==> src/rtl/yc_noc_defs.sv <==
// Shared yc NoC router types: flit layout, arbiter state encoding and the
// wrap-around first-set finder used by the output arbiters.
package yc_noc_defs;

   localparam int RR_MAX = 16;

   typedef struct packed {
      logic [3:0]  src;
      logic [27:0] payload;
   } flit_t;

   typedef enum logic {
      ARB  = 1'b0,
      LOCK = 1'b1
   } arb_state_e;

   function automatic flit_t mk_flit(input logic [3:0] src, input logic [27:0] payload);
      flit_t f;
      f.src     = src;
      f.payload = payload;
      return f;
   endfunction

   function automatic logic [3:0] flit_src(input flit_t f);
      return f.src;
   endfunction

   function automatic logic [27:0] flit_payload(input flit_t f);
      return f.payload;
   endfunction

   // First set index at or after start (wrapping modulo n); -1 when req is empty.
   // Walks offsets from far to near so the nearest hit is the one kept.
   function automatic int rr_pick(input logic [RR_MAX-1:0] req, input int start, input int n);
      int j;
      int idx;
      idx = -1;
      for (int k = n - 1; k >= 0; k--) begin
         j = start + k;
         if (j >= n) j = j - n;
         if (req[j[3:0]]) idx = j;
      end
      return idx;
   endfunction

endpackage

==> src/rtl/yc_wrr_arbiter_pick.sv <==
// Combinational rotating priority finder: first requester at or after i_start.
module yc_rr_pick
   import yc_noc_defs::*;
#(
   parameter int N  = 5,
   parameter int IW = $clog2(N)
) (
   input  logic [N-1:0]  i_req,
   input  logic [IW-1:0] i_start,
   output logic [IW-1:0] o_idx,
   output logic          o_found
);

   logic [RR_MAX-1:0] w_req;
   int                w_pick;

   always_comb begin
      w_req        = '0;
      w_req[N-1:0] = i_req;
      w_pick       = rr_pick(w_req, int'(i_start), N);
   end

   assign o_found = (w_pick >= 0);
   assign o_idx   = w_pick[IW-1:0];

endmodule

==> src/rtl/yc_wrr_arbiter.sv <==
// Weighted round-robin output arbiter with packet locking and per-input
// saturating packet counters; datapath is a zero-latency mux.
module yc_wrr_arbiter
   import yc_noc_defs::*;
#(
   parameter int N_IN = 5,
   parameter int WW   = 4,
   parameter int CW   = 16
) (
   input  logic                       clk,
   input  logic                       rst_n,
   input  logic [N_IN-1:0]            in_valid,
   input  flit_t [N_IN-1:0]           in_flit,
   input  logic [N_IN-1:0]            in_last,
   output logic [N_IN-1:0]            in_ready,
   output logic                       out_valid,
   output flit_t                      out_flit,
   input  logic                       out_ready,
   input  logic [N_IN*WW-1:0]         weight,
   input  logic                       stat_clr,
   output logic [N_IN*CW-1:0]         stat_cnt,
   output logic [$clog2(N_IN)-1:0]    cur_grant
);

   localparam int IW = $clog2(N_IN);

   arb_state_e    r_state, w_state_nxt;
   logic [IW-1:0] r_ptr, w_ptr_nxt;
   logic [IW-1:0] r_owner, w_owner_nxt;
   logic [WW-1:0] r_credit, w_credit_nxt;
   logic [IW-1:0] w_ptr_inc, w_start, w_pick, w_sel;
   logic [WW-1:0] w_wsel;
   logic          w_found, w_xfer, w_done;
   logic [CW-1:0] r_stat [N_IN];

   // Spent quota: ptr itself is considered last.
   assign w_ptr_inc = (r_ptr == IW'(N_IN - 1)) ? '0 : r_ptr + IW'(1);
   assign w_start   = (r_credit != '0) ? r_ptr : w_ptr_inc;

   yc_rr_pick #(.N(N_IN), .IW(IW)) u_pick (
      .i_req   (in_valid),
      .i_start (w_start),
      .o_idx   (w_pick),
      .o_found (w_found)
   );

   assign w_sel     = (r_state == LOCK) ? r_owner : (w_found ? w_pick : r_ptr);
   assign out_valid = in_valid[w_sel];
   assign out_flit  = in_flit[w_sel];
   assign cur_grant = w_sel;
   assign w_xfer    = out_valid && out_ready;
   assign w_done    = w_xfer && in_last[w_sel];
   assign w_wsel    = weight[w_sel*WW +: WW];

   always_comb begin
      in_ready = '0;
      if (out_ready && in_valid[w_sel]) in_ready[w_sel] = 1'b1;
   end

   always_comb begin
      w_state_nxt  = r_state;
      w_ptr_nxt    = r_ptr;
      w_owner_nxt  = r_owner;
      w_credit_nxt = r_credit;
      if (w_xfer) begin
         if (!in_last[w_sel]) begin
            if (r_state == ARB) begin
               w_state_nxt = LOCK;
               w_owner_nxt = w_sel;
            end
         end else begin
            w_state_nxt = ARB;
            if (w_sel != r_ptr) begin
               w_ptr_nxt    = w_sel;
               w_credit_nxt = (w_wsel == '0) ? '0 : w_wsel - WW'(1);
            end else if (r_credit != '0) begin
               w_credit_nxt = r_credit - WW'(1);
            end
         end
      end
   end

   always_ff @(posedge clk or negedge rst_n) begin
      if (!rst_n) begin
         r_state  <= ARB;
         r_ptr    <= '0;
         r_owner  <= '0;
         r_credit <= '0;
      end else begin
         r_state  <= w_state_nxt;
         r_ptr    <= w_ptr_nxt;
         r_owner  <= w_owner_nxt;
         r_credit <= w_credit_nxt;
      end
   end

   // Clear takes priority over a same-cycle completion.
   always_ff @(posedge clk or negedge rst_n) begin
      if (!rst_n) begin
         for (int i = 0; i < N_IN; i++) r_stat[i] <= '0;
      end else if (stat_clr) begin
         for (int i = 0; i < N_IN; i++) r_stat[i] <= '0;
      end else if (w_done && (r_stat[w_sel] != '1)) begin
         r_stat[w_sel] <= r_stat[w_sel] + CW'(1);
      end
   end

   for (genvar g = 0; g < N_IN; g++) begin : g_stat
      assign stat_cnt[g*CW +: CW] = r_stat[g];
   end

endmodule
==> config.mk <==
export PLATFORM = sky130hd
export DESIGN_NAME = yc_wrr_arbiter
export DESIGN_NICKNAME = d
export VERILOG_FILES = /design/src/rtl/yc_noc_defs.sv /design/src/rtl/yc_wrr_arbiter_pick.sv /design/src/rtl/yc_wrr_arbiter.sv
export SDC_FILE = /design/constraint.sdc
export NUM_CORES = 1
export LEC_CHECK = 0
export BUFFER_PORTS_ARGS = -buffer_cell sky130_fd_sc_hd__buf_2
export CORE_ASPECT_RATIO = 1.4
export CORE_MARGIN = 3
export CORE_UTILIZATION = 30
export DETAILED_ROUTE_END_ITERATION = 8
export SKIP_LAST_GASP = 1
export SYNTH_ARGS = -nofsm -noshare
export SYNTH_HDL_FRONTEND = slang
export SYNTH_SLANG_ARGS = --single-unit
==> constraint.sdc <==
create_clock -name clk -period 6 [get_ports clk]
set_input_delay 0.3 -clock clk [delete_from_list [all_inputs] [get_ports clk]]
set_output_delay 0.3 -clock clk [all_outputs]
set_load 0.005 [all_outputs]
## Yosys cells after proc, flatten, opt, wreduce, memory -nomap -nowiden

Index checks and enable logic that the tools add are counted.

| word-level totals | value |
|---|---|
| bits of input ports | 194 |
| register bits after elaboration | 91 |
| output and inout bits | 121 |
| word-level logic and storage cells | 101 |

| operators by class | value |
|---|---|
| shift operators | 1 |
| magnitude comparators | 15 |
| reductions and logical operators | 12 |
| mux-type cells | 45 |
| equal/unequal tests | 3 |
| $add $sub $neg | 13 |
| bitwise gates (word level) | 3 |

Operators with widths:

| operator | count |
|---|---|
| $mux W32 | 11 |
| $mux W80 | 2 |
| $ge A32 B4 Y1 const B | 4 |
| $sub A32 B4 Y32 const B | 4 |
| $bmux W32 S3 | 1 |
| $bwmux W80 | 1 |
| $bmux W16 S3 | 1 |
| $demux W16 S3 | 1 |
| $mux W16 | 3 |
| $ge A32 B1 Y1 const B | 1 |
| $lt A4 B5 Y1 const B | 5 |
| $bmux W1 S4 | 5 |
| $shiftx A20 B6 Y4 | 1 |
| $add A16 B1 Y16 const B | 1 |
| $ne A16 B16 Y1 const B | 1 |
| $mux W3 | 4 |
| $mux W4 | 3 |
| $mux W1 | 9 |
| $reduce_and A3 Y1 | 3 |
| $add A3 B2 Y4 const B | 2 |
| $sub A4 B1 Y4 const B | 2 |
| $bmux W1 S3 | 2 |
| $logic_and A1 B1 Y1 | 5 |
| $mux W5 | 1 |
| other kinds (17) | 19 |

## Depth between registers and ports, before layout

| logic depth | value |
|---|---|
| word-level depth | 24 |
| mapped depth | 32 |
| depth with buffers taken out | 27 |

## By module

A second synthesis with hierarchy kept.

| second synthesis, totals | value |
|---|---|
| cell total of the unflattened synthesis | 791 |
| area total of the unflattened synthesis | 7835.0 um2 |

By module, submodules not included:

| module | cells an instance | seq. area each (um2) | instances | area an instance (um2) |
|---|---|---|---|---|
| yc_wrr_arbiter | 614 | 2277.2 | 1 | 6457.4 |
| yc_rr_pick | 177 | 0.0 | 1 | 1377.6 |

## Worst setup path after synthesis

No wires, ideal clock.

| path | value |
|---|---|
| kind | register to register |
| start point | reg r_credit[0] |
| end point | reg r_stat (netlist bit stat_cnt[34]) |
| setup slack | -58 ps |
| arrival time | 5937 ps |
| cell stages (with the launch flop) | 31 |
| library setup time | 122 ps |
| cells stage by stage | dfrtp_1 -> inv_1 -> ha_1 -> nor3b_2 -> buf_2 -> o21ai_1 -> inv_1 -> ha_1 -> clkbuf_1 -> nor2b_1 -> a31o_2 -> nor2_2 -> mux2i_1 -> nand4_1 -> and4_1 -> o32ai_4 -> o21ai_1 -> a31o_4 -> clkinv_4 -> buf_6 -> buf_6 -> mux2i_1 -> o221a_2 -> inv_2 -> ha_1 -> nand2_1 -> nor4_4 -> nand3_2 -> buf_6 -> o21a_1 -> a32o_1 |

| between the ends | value |
|---|---|
| word-level cells in the longest chain between the ends | 23 |

Ends and longest elaborated chain:

| what | line | RTL |
|---|---|---|
| start: declaration | yc_wrr_arbiter.sv:30 | `logic [WW-1:0] r_credit, w_credit_nxt;` |
| start signal: assignment | yc_wrr_arbiter.sv:93 | `r_credit <= w_credit_nxt;` |
| $reduce_bool A4 Y1 * | yc_wrr_arbiter.sv:38 | `assign w_start = (r_credit != '0) ? r_ptr : w_ptr_inc;` |
| $mux W3 * | yc_wrr_arbiter.sv:38 |  |
| $add A3 B3 Y4 | yc_noc_defs.sv:39 | `j = start + k;` |
| $sub A32 B4 Y32 / $ge A32 B4 Y1 (equally long branches) | yc_noc_defs.sv:40 | `if (j >= n) j = j - n;` |
| $mux W32 | yc_noc_defs.sv:40 |  |
| $bmux W1 S4 | yc_noc_defs.sv:41 | `if (req[j[3:0]]) idx = j;` |
| $mux W1 (not written as such) | yc_noc_defs.sv:41 |  |
| $mux W32 (4 in a row) | yc_noc_defs.sv:41 |  |
| [... 4 more ...] | - |  |
| $not A3 Y4 (not written as such) | yc_wrr_arbiter.sv:103, yc_wrr_arbiter.sv:104 |  |
| $bmux W16 S3, or another cell as far along | yc_wrr_arbiter.sv:103, yc_wrr_arbiter.sv:104 |  |
| $mux W16 (not written as such) / $logic_and A1 B1 Y1 (equally long branches) | yc_wrr_arbiter.sv:103, yc_wrr_arbiter.sv:104 |  |
| $mux W16, on equally long branches | yc_wrr_arbiter.sv:103, yc_wrr_arbiter.sv:104 |  |
| $add A16 B1 Y16 / $demux W16 S3 (equally long branches) | yc_wrr_arbiter.sv:104 | `r_stat[w_sel] <= r_stat[w_sel] + CW'(1);` |
| $bwmux W80 | yc_wrr_arbiter.sv:104 |  |
| $mux W80 | yc_wrr_arbiter.sv:103 | `end else if (w_done && (r_stat[w_sel] != '1)) begin` |
| $mux W80 | yc_wrr_arbiter.sv:101 | `end else if (stat_clr) begin` |
| end signal: indexed assignment | yc_wrr_arbiter.sv:104 |  |
| end: declaration | yc_wrr_arbiter.sv:34 | `logic [CW-1:0] r_stat [N_IN];` |

Mark *: on every way between the ends. The rest lies on a longest branch, timed or not. The select of a mux whose other input is x is not followed.
A chain may end at the register's enable or synchronous reset.

## Final worst setup path

| path | value |
|---|---|
| start point | reg r_credit[0] |
| end point | reg r_stat (netlist bit stat_cnt[14]) |

The elaborated chain is that of the path after synthesis.

==> out/metrics.csv <==
stage;metric;value;unit
run_status;run status;complete, no violations;
floorplan;starting density of the core;0.308;
clock_tree;CTS tree;done;
drt;1st-pass router iterations;5;
place;port bufs;314;
cells_and_area;commonest non-fill, non-tap cells in the layout;buf_2 (313), nand2_1 (198), buf_4 (127), nand3_1 (96), dfrtp_1 (91);
synthesis;Primary FF master, synth;dfrtp_1;
clock_tree;# clock sinks;91;
worst_setup_path;crit-path max FO;10;
place;Inst Count DP;1757;
cells_and_area;fin area;12200;sq um
timing;Max Freq;0.168;GHz
worst_setup_path;data required time of the worst path;6.26;ns
worst_setup_path;RR Startpoint;r_credit[0];
place;Placed Instance Area;11100;sq um
cells_and_area;area grow syn2layout;46.4;%
cells_and_area;share of cells above drive strength 1;0.433;
timing;Layout Skew;0.0122;ns
timing;Worst-Margin Slew;1.23;ns
clock_tree;Clock Tree Root;clkbuf_16;
worst_hold_path;Hold Crit Class;in -> async;
global_route;global-route wire length before repair;57600;microns
floorplan;DIE AREA;29900;sq um
worst_setup_path;critical path type;reg -> reg;
synthesis;Mapped Avg Cell Area;8.03;sq um
floorplan;core area;27200;sq um
worst_setup_path;R2R cell count;26;
synthesis;synthesized area;8360;sq um
synthesis;synthesis-stage register bit count;91;
timing;Final min period;5.94;ns
drt;via count;10400;
cells_and_area;Reg area;2280;sq um
cells_and_area;Filler Cell Count;2774;
worst_setup_path;Worst EP arrival;6.19;ns
global_route;pin count of the biggest net entering global routing;72;
cells_and_area;fin cells;1807;
timing;Final period util;0.989;
timing;final hold vios;0;
drt;drt wl/cell;22.2;microns
place;hpwl dp;30100;microns
drt;Antenna Violating Nets Remaining;0;
job;MaxCap Viol Count;0;
floorplan;Die W;147;microns
synthesis;Synth Net Count;1255;
worst_setup_path;Max stage delay on crit path;0.62;ns
cells_and_area;multi-input combinational cell area;6090;sq um
cells_and_area;Nets;1650;
drt;# DRC;0;
synthesis;sequential element share of the synthesized area;0.272;
drt;DRT iter0 DRCs;950;
cells_and_area;final core utilization;0.450;
clock_tree;Reg clk slew, reported paths;0.08;ns
synthesis;FFs w/ async S/R, synth;1.00;
synthesis;yosys warns;0;
worst_setup_path;crit path capture type;flip-flop;
drt;Via density;5.77;
clock_tree;total CTS buffers;9;
timing;max-slew violations;0;
worst_setup_path;Critical-path top delay cell;fa_2;
worst_setup_path;Worst path top cell family by delay;compound AO/OA/AOI/OAI gates;
worst_setup_path;WP buf/inv;9;
clock_tree;CTS Buffer Depth;2;
place;RePlAce Congestion;0.950;
synthesis;Yosys cell types;98;
clock_tree;worst skew pair latency;0.36;ns
worst_setup_path;critical path's most frequent cell;buf_12;
drt;routed wire length;40000;microns
global_route;gr usage total;0.244;
global_route;initial antenna violation count;1;
timing;relative slew slack;0.180;
synthesis;number of synthesized flops with an enable pin;0;
cells_and_area;commonest non-fill, non-tap cell in the layout;buf_2;
worst_setup_path;reg-to-reg slack, setup;0.06;ns
worst_setup_path;startpoint types;flip-flop;
global_route;grt ovf;0;
worst_setup_path;r2r endpoint;stat_cnt[14];
floorplan;Die Ht;204;microns
floorplan;I/O pins;315;
synthesis;Post-Syn Instances;1041;
floorplan;Core Rows;71;
timing;Setup Viol. Count Final;0;
clock_tree;H-Tree Level Count;3;
global_route;vias in the first global route;9773;
[worst register-to-register path: cells and delay by family, from the launching register on]
kind | cells | cell delay (ns)
AOI/OAI and AO/OA | 8 | 2.05
adders and majority gates | 3 | 0.92
buffers and inverters | 9 | 1.07
DFF | 1 | 0.38
muxes | 1 | 0.34
and+or+nand+nor | 5 | 1.04
[worst max-delay path by stage]
stage | start | to | slack [ns] | depth (start not counted)
2_1_floorplan | r_credit[1] | stat_cnt[34] | 0.02 | 30
3_5_place_dp | r_credit[1] | stat_cnt[68] | -0.11 | 24
3_3_place_gp | r_credit[1] | stat_cnt[67] | 0.009 | 23
4_1_cts | r_credit[1] | stat_cnt[74] | 0.009 | 25
6_report | r_credit[0] | stat_cnt[14] | 0.06 | 26
5_1_grt | r_credit[0] | stat_cnt[14] | -0.11 | 26
[synthesized netlist by cell type (10+ instances only)]
master,instances,area (sq um)
o211ai_1,12,90.1
ha_1,19,238
o22ai_1,10,62.6
clkbuf_1,37,139
a21oi_1,33,165
a211oi_1,10,75.1
o32ai_1,40,350
nor3_1,11,55.1
nand3_1,98,490
nand2_1,200,751
o21ai_0,30,150
nor2_1,52,195
dfrtp_1,91,2280
buf_1,13,48.8
a32o_1,75,751
inv_1,52,195
buf_2,16,80.1
mux2i_1,15,150
xnor2_1,16,140
[kinds of logic (layout without fill, tap and decap cells)]
family	after synthesis	in the layout	share of synthesized area
other cells	0	1	0
mux	21	21	0.0278
xor+xnor	19	19	0.0226
fa+ha+maj	20	20	0.0308
flops	91	91	0.272
compound gates	326	326	0.330
simple gates	426	426	0.241
buf+inv	138	538	0.0751
[metal layers]
metal / GRT usage / routed length [microns]
met5: 0 / 12
met4: 0.0919 / 1430
met3: 0.0413 / 3210
met2: 0.398 / 19100
met1: 0.325 / 16300
[timing repair]
item / CTS / global route
gates cloned: 0 / 2
hold endpoints to repair: 20 / 0
setup endpoints to repair: 116 / 120
buffers inserted: 5 / 25
resized for setup: 21 / 83
pin swaps: 4 / 40
hold buffers: 1 / 0
[stage by stage]
| stage | TNS, ns | hold WS (ns) | setup WS (ns) |
|---|---|---|---|
| after detailed placement | -2.96 | 0.195 | -0.110 |
| after global routing | -5.92 | 0.395 | -0.105 |
| final | 0 | 0.358 | 0.0650 |
| after floorplan | 0 | 0.00441 | 0.0239 |
| after CTS | 0 | 0.357 | 0.00920 |
| after global placement | 0 | 0.194 | 0.00922 |
[final cells by class]
| type | instances | share of cell area |
|---|---|---|
| sequential | 91 | 0.186 |
| antenna | 1 | 0.000204 |
| timing repair buffer | 463 | 0.236 |
| clock inverter | 7 | 0.00511 |
| multi-input combinational | 812 | 0.497 |
| clock buffer | 9 | 0.0184 |
| tap | 365 | 0.0373 |
| inverter | 58 | 0.0192 |
| timing repair inverter | 1 | 0.000716 |
[state kept, by name (all words and copies together) (netlist names)]
name and cells:
r_credit 4, r_owner 3, r_ptr 3, r_state 1
stat_cnt 80
Power is not shown: default switching activity piles up to over one toggle a cycle in this logic, so the estimate is an artifact.
